[config.mk]
export PLATFORM = sky130hd
export DESIGN_NAME = log_decompression_flat
export DESIGN_NICKNAME = d
export VERILOG_FILES = /design/src/rtl/log_decompression_if.sv /design/src/rtl/log_decompression.sv /design/src/flat_wrapper.sv
export SDC_FILE = /design/constraint.sdc
export NUM_CORES = 2
export LEC_CHECK = 0
export BUFFER_PORTS_ARGS = -buffer_cell sky130_fd_sc_hd__buf_2
export CORE_AREA = 2 2 530 532
export DETAILED_ROUTE_END_ITERATION = 10
export DIE_AREA = 0 0 532 534
export HOLD_SLACK_MARGIN = 0.1
export PLACE_DENSITY_LB_ADDON = 0.3
export SLEW_MARGIN = 10
export SYNTH_ARGS = -nofsm -noshare
export SYNTH_HDL_FRONTEND = slang
export SYNTH_SLANG_ARGS = --single-unit
export TNS_END_PERCENT = 30
[constraint.sdc]
create_clock -name clk -period 15.2 [get_ports clk]
set_clock_uncertainty 0.2 [all_clocks]
set_input_delay 2.28 -clock clk [delete_from_list [all_inputs] [get_ports clk]]
set_output_delay 2.28 -clock clk [all_outputs]
set_load 0.02 [all_outputs]
[src/rtl/log_decompression_if.sv]
// ============================================================================
// Module   : log_decompression_if
// Purpose  : Frame request / linear-energy result bundle for log_decompression.
// Revision : 1.0 - initial release
// ============================================================================
`default_nettype none

interface log_decompression_if #(
   parameter int N_FILTERS = 40,
   parameter int LOG_WIDTH = 6,
   parameter int LIN_WIDTH = 28,
   parameter int CNT_WIDTH = 6
);
   logic                           start;
   logic [LOG_WIDTH*N_FILTERS-1:0] log_energy_flat;
   logic [LIN_WIDTH*N_FILTERS-1:0] lin_energy_flat;
   logic                           busy;
   logic                           done;
   logic [CNT_WIDTH-1:0]           sat_count;

   modport master (
      output start, log_energy_flat,
      input  lin_energy_flat, busy, done, sat_count
   );

   modport slave (
      input  start, log_energy_flat,
      output lin_energy_flat, busy, done, sat_count
   );
endinterface

`default_nettype wire

[src/rtl/log_decompression.sv]
// ============================================================================
// Module   : log_decompression
// Purpose  : Expands a frame of log2 codes into linear energies, one per cycle.
// Revision : 1.0 - initial release
// ============================================================================
`default_nettype none

module log_decompression #(
   parameter int N_FILTERS = 40,
   parameter int LOG_WIDTH = 6,
   parameter int LIN_WIDTH = 28,
   parameter int CNT_WIDTH = 6
) (
   input  logic                  clk,
   input  logic                  rst,
   log_decompression_if.slave    bus
);

   typedef enum logic [1:0] {
      IDLE = 2'd0,
      RUN  = 2'd1,
      DONE = 2'd2
   } state_t;

   localparam logic [CNT_WIDTH-1:0] c_last_idx = CNT_WIDTH'(N_FILTERS - 1);
   localparam logic [LIN_WIDTH-1:0] c_one      = LIN_WIDTH'(1);

   state_t                         r_state;
   state_t                         w_state_nxt;
   logic [LOG_WIDTH*N_FILTERS-1:0] r_frame;
   logic [LIN_WIDTH*N_FILTERS-1:0] r_lin;
   logic [CNT_WIDTH-1:0]           r_idx;
   logic [CNT_WIDTH-1:0]           r_sat;

   logic [LOG_WIDTH-1:0]           w_code;
   logic [LIN_WIDTH-1:0]           w_lin;
   logic                           w_sat;

   // Decode of the entry currently addressed by r_idx.
   always_comb begin
      w_code = r_frame[int'(r_idx)*LOG_WIDTH +: LOG_WIDTH];
      w_sat  = (int'(w_code) >= LIN_WIDTH);
      w_lin  = '0;
      if (w_code == '0)
         w_lin = '0;
      else if (w_sat)
         w_lin = '1;
      else
         w_lin = c_one << w_code;
   end

   always_ff @(posedge clk) begin
      if (rst)
         r_state <= IDLE;
      else
         r_state <= w_state_nxt;
   end

   always_comb begin
      w_state_nxt = r_state;
      case (r_state)
         IDLE:    if (bus.start) w_state_nxt = RUN;
         RUN:     if (r_idx == c_last_idx) w_state_nxt = DONE;
         DONE:    w_state_nxt = IDLE;
         default: w_state_nxt = IDLE;
      endcase
   end

   // Frame capture happens only on an accepted start; starts in RUN/DONE fall through.
   always_ff @(posedge clk) begin
      if (rst) begin
         r_frame <= '0;
         r_lin   <= '0;
         r_idx   <= '0;
         r_sat   <= '0;
      end else begin
         case (r_state)
            IDLE: begin
               if (bus.start) begin
                  r_frame <= bus.log_energy_flat;
                  r_idx   <= '0;
                  r_sat   <= '0;
               end
            end
            RUN: begin
               r_lin[int'(r_idx)*LIN_WIDTH +: LIN_WIDTH] <= w_lin;
               r_idx <= r_idx + CNT_WIDTH'(1);
               if (w_sat)
                  r_sat <= r_sat + CNT_WIDTH'(1);
            end
            default: ;
         endcase
      end
   end

   assign bus.busy            = (r_state == RUN);
   assign bus.done            = (r_state == DONE);
   assign bus.lin_energy_flat = r_lin;
   assign bus.sat_count       = r_sat;

endmodule

`default_nettype wire

[src/flat_wrapper.sv]
// flat-port wrapper written by rule: the top's interface ports become plain ports
module log_decompression_flat 
#(
   parameter int N_FILTERS = 40,
   parameter int LOG_WIDTH = 6,
   parameter int LIN_WIDTH = 28,
   parameter int CNT_WIDTH = 6
)
  (clk, rst, bus_start, bus_log_energy_flat, bus_lin_energy_flat, bus_busy, bus_done, bus_sat_count);
  log_decompression_if #(.N_FILTERS(N_FILTERS), .LOG_WIDTH(LOG_WIDTH), .LIN_WIDTH(LIN_WIDTH), .CNT_WIDTH(CNT_WIDTH)) bus_i ();
  input  logic clk;
  input  logic rst;
  input wire logic [$bits(bus_i.start)-1:0] bus_start;
  input wire logic [$bits(bus_i.log_energy_flat)-1:0] bus_log_energy_flat;
  output wire logic [$bits(bus_i.lin_energy_flat)-1:0] bus_lin_energy_flat;
  output wire logic [$bits(bus_i.busy)-1:0] bus_busy;
  output wire logic [$bits(bus_i.done)-1:0] bus_done;
  output wire logic [$bits(bus_i.sat_count)-1:0] bus_sat_count;
  assign bus_i.start = bus_start;
  assign bus_i.log_energy_flat = bus_log_energy_flat;
  assign bus_lin_energy_flat = bus_i.lin_energy_flat;
  assign bus_busy = bus_i.busy;
  assign bus_done = bus_i.done;
  assign bus_sat_count = bus_i.sat_count;
  log_decompression #(.N_FILTERS(N_FILTERS), .LOG_WIDTH(LOG_WIDTH), .LIN_WIDTH(LIN_WIDTH), .CNT_WIDTH(CNT_WIDTH)) u_core (.clk(clk), .rst(rst), .bus(bus_i));
endmodule
==> results_dict.tcl <==
set metrics [dict create \
    cap_viol_max_count 0 \
    drt-wirelength-per-cell_um 30.9 \
    cts_tree "done" \
    critPathLaunch "u_core.r_idx[0]" \
    start_util 0.196 \
    synth_flop_cell "dfxtp_1" \
    worstPathArrival_ns 7.86 \
    area_growth_pct 31.1 \
    seq_area_frac_synth 0.504 \
    gp_congestion 0.942 \
    cts_hold_buf 0 \
    drv_slew 0 \
    period_needed_ns 7.45 \
    firstDrtPassIters 6 \
    dp_slack_ns 7.86 \
    fmax_ghz 0.134 \
    dp_cells 10800 \
    clock-sinks 1374 \
    outcome "completed" \
    multi_input_area_um2 25600 \
    root_buffer "clkbuf_16" \
    synth_seq_cells 1374 \
    yosys_warnings 0 \
    ioPinCount 1371 \
    netlist_area_um2 54600 \
    drc 0 \
    place_area_um2 65900 \
    grt_pass1_wl_um 458000 \
    cp-end-kind "flop" \
    antenna_left 0 \
    rrSetupSlack_ns 7.75 \
    core_area_um2 278000 \
    peakVddDrop_uv 75.7 \
    worst_ep_required_time_ns 15.61 \
    slew-limit-headroom 0.100 \
    fin_crit_sh 0.490 \
    grt_usage 0.230 \
    die_x_um 532 \
    avgSynthCellArea_um2 9.19 \
    crit-reg2reg-launch "u_core.r_idx[0]" \
    hold_viol 0 \
    grt_pass1_vias 52000 \
    layout-drive-gt1-share 0.274 \
    r2r_cells 13 \
    vias 54000 \
    synth_cell_types 107 \
    crit_path_end "u_core.bus.lin_energy_flat[1076]" \
    worstSetupStartpointType "flop" \
    overflow 0 \
    tightest_slew_ns 1.34 \
    final_nets 7501 \
    seq_area_um2 27500 \
    syn_nets 6203 \
    path_clk_slew_ns 0.06 \
    clk_path_buf_depth 4 \
    dr.first_iter.drc_count 4734 \
    fillers 30300 \
    io_buffer_count 1370 \
    fp.dieH_um 534 \
    insertion_delay_ns 0.80 \
    grt_max_degree 173 \
    stdcell_area_um2 71600 \
    cp_max_fo 42 \
    antenna_found_initial 44 \
    finalSetupTns_ns 0 \
    cts_buffers 167 \
    h-tree-depth 4 \
    layout_setup_ws_ns 7.75 \
    stdcell_count 11100 \
    cts_resized 0 \
    p_leak_nw 27.6 \
    hp-class "reg -> reg" \
    die-area_um2 284000 \
    synth_edf_count 0 \
    postSynthCellCount 5938 \
    rows 194 \
    wl_um 343000 \
    dp_hpwl_um 260000 \
    setup_viol 0 \
    rsz0062_at_grt "false" \
    path_class "reg -> reg" \
    powerDensity_nw_per_um2 130 \
    post-cts-setup-buffers 0 \
    vias_per_cell 4.86 \
    async_flop_share 0 \
    worstReg2RegEnd "u_core.bus.lin_energy_flat[1076]" \
]
layer usage:
layer	track usage	vias to the layer above	wire [um]
met1	0.273	26400	136000
met2	0.383	2604	161000
met5	0	-	220
met4	0.105	38	17500
li1	-	24400	-
met3	0.0665	568	28700
cells by family (layout without fill, tap and decap cells):
kind of cell,count (synthesis),count (layout),synth area share
AOI/OAI and AO/OA,1826,1826,0.242
xor gates and xnor gates,24,24,0.00410
adders and majority gates,22,22,0.00587
buffers and inverters,418,1847,0.0346
and+or+nand+nor,2033,2033,0.155
other,0,15,0
DFF,1374,1374,0.504
muxes,241,241,0.0552
state kept, by name, summed over array words and instances, names as in the netlist:
register / flops
u_core.bus.lin_energy_flat: 1120
u_core.bus.sat_count: 6
u_core.r_frame: 240
u_core.r_idx: 6
u_core.r_state: 2
cell usage in the layout, fill, tap and decap left out, types with 27 or more instances in the layout:
cell type | Yosys | final
o21ai_1 | 25 | 27
o22ai_1 | 30 | 30
a211oi_2 | 39 | 39
clkbuf_16 | 0 | 169
mux2i_1 | 192 | 192
a21oi_1 | 249 | 243
o221ai_1 | 28 | 28
dfxtp_1 | 1374 | 1370
nand2_1 | 381 | 377
nor2_1 | 1195 | 1179
a31oi_1 | 35 | 33
buf_2 | 54 | 1369
a22oi_1 | 45 | 44
buf_4 | 12 | 153
a22o_1 | 251 | 251
mux4_2 | 29 | 29
o21ai_0 | 320 | 316
clkbuf_1 | 292 | 32
nor3_1 | 140 | 138
clkbuf_8 | 0 | 33
clkinv_2 | 0 | 29
nand3_1 | 192 | 191
a211oi_1 | 577 | 577
worst max-delay path, cell delays in order (launching register included):
cell	delay (ns)
dfxtp_4	0.78
buf_4	0.70
mux4_1	0.66
a22o_1	0.22
a211oi_2	0.51
o41a_1	0.72
nor2_4	0.14
a21oi_4	0.17
buf_4	0.50
nor2_1	0.31
a311oi_2	0.90
nor2_1	0.12
o21ai_2	0.93
o21ai_0	0.24
Yosys cell counts (14+ instances only):
cell      instances  share of area
dfxtp_1        1374           0.50
nor2_1         1195          0.082
a211oi_1        577          0.079
nand2_1         381          0.026
o21ai_0         320          0.029
clkbuf_1        292          0.020
a22o_1          251          0.040
a21oi_1         249          0.023
mux2i_1         192          0.035
nand3_1         192          0.018
nor3_1          140          0.013
buf_2            54         0.0050
a22oi_1          45         0.0062
a211oi_2         39         0.0089
a31oi_1          35         0.0040
o22ai_1          30         0.0034
mux4_2           29          0.012
o221ai_1         28         0.0045
o21ai_1          25         0.0023
buf_6            20         0.0041
nand4_1          17         0.0019
o211ai_1         17         0.0023
a21oi_2          16         0.0026
ha_1             16         0.0037
a21o_1           15         0.0021
a32oi_1          15         0.0024
inv_1            15         0.0010
o211a_1          14         0.0026
xnor2_1          14         0.0022
final cells by class:
| cell class | instances | area share |
|---|---|---|
| flip-flops and latches | 1374 | 0.385 |
| repair buffers | 1525 | 0.113 |
| inverters | 22 | 0.00126 |
| well taps | 3724 | 0.0651 |
| clock inverters | 66 | 0.0110 |
| clock buffers | 234 | 0.0671 |
| diodes | 15 | 0.000525 |
| multi-input cells | 4146 | 0.358 |
stage by stage:
stage	hold slack, ns	util	power, mW
after floorplan	0.241	-	4.46
after global placement	0.233	0.237	5.24
after detailed placement	0.242	0.237	5.24
after CTS	0.250	0.257	9.35
after global routing	0.269	0.257	9.56
final	0.248	0.257	9.27
how the worst min path moves through the flow:
stage	slack [ns]	to	startpoint	cells past startpoint
floorplan	0.24	u_core.r_frame[10]	u_core.r_frame[10]	1
global placement	0.23	u_core.bus.lin_energy_flat[416]	u_core.bus.lin_energy_flat[416]	2
detailed placement	0.24	u_core.bus.lin_energy_flat[959]	u_core.bus.lin_energy_flat[959]	2
CTS	0.25	u_core.bus.lin_energy_flat[959]	u_core.bus.lin_energy_flat[959]	2
global route	0.27	u_core.bus.lin_energy_flat[452]	u_core.bus.lin_energy_flat[452]	2
finish	0.25	u_core.bus.lin_energy_flat[959]	u_core.bus.lin_energy_flat[959]	2
where the power goes:
group          total (mW)  switching (mW)  leakage [nW]  internal, mW
Sequential           3.70          0.0414          11.1          3.66
Combinational        1.47            1.17          13.8         0.306
Clock                4.10            1.73          2.73          2.37
Total                9.27            2.94          27.6          6.33
(Power assumes the default switching activity.)
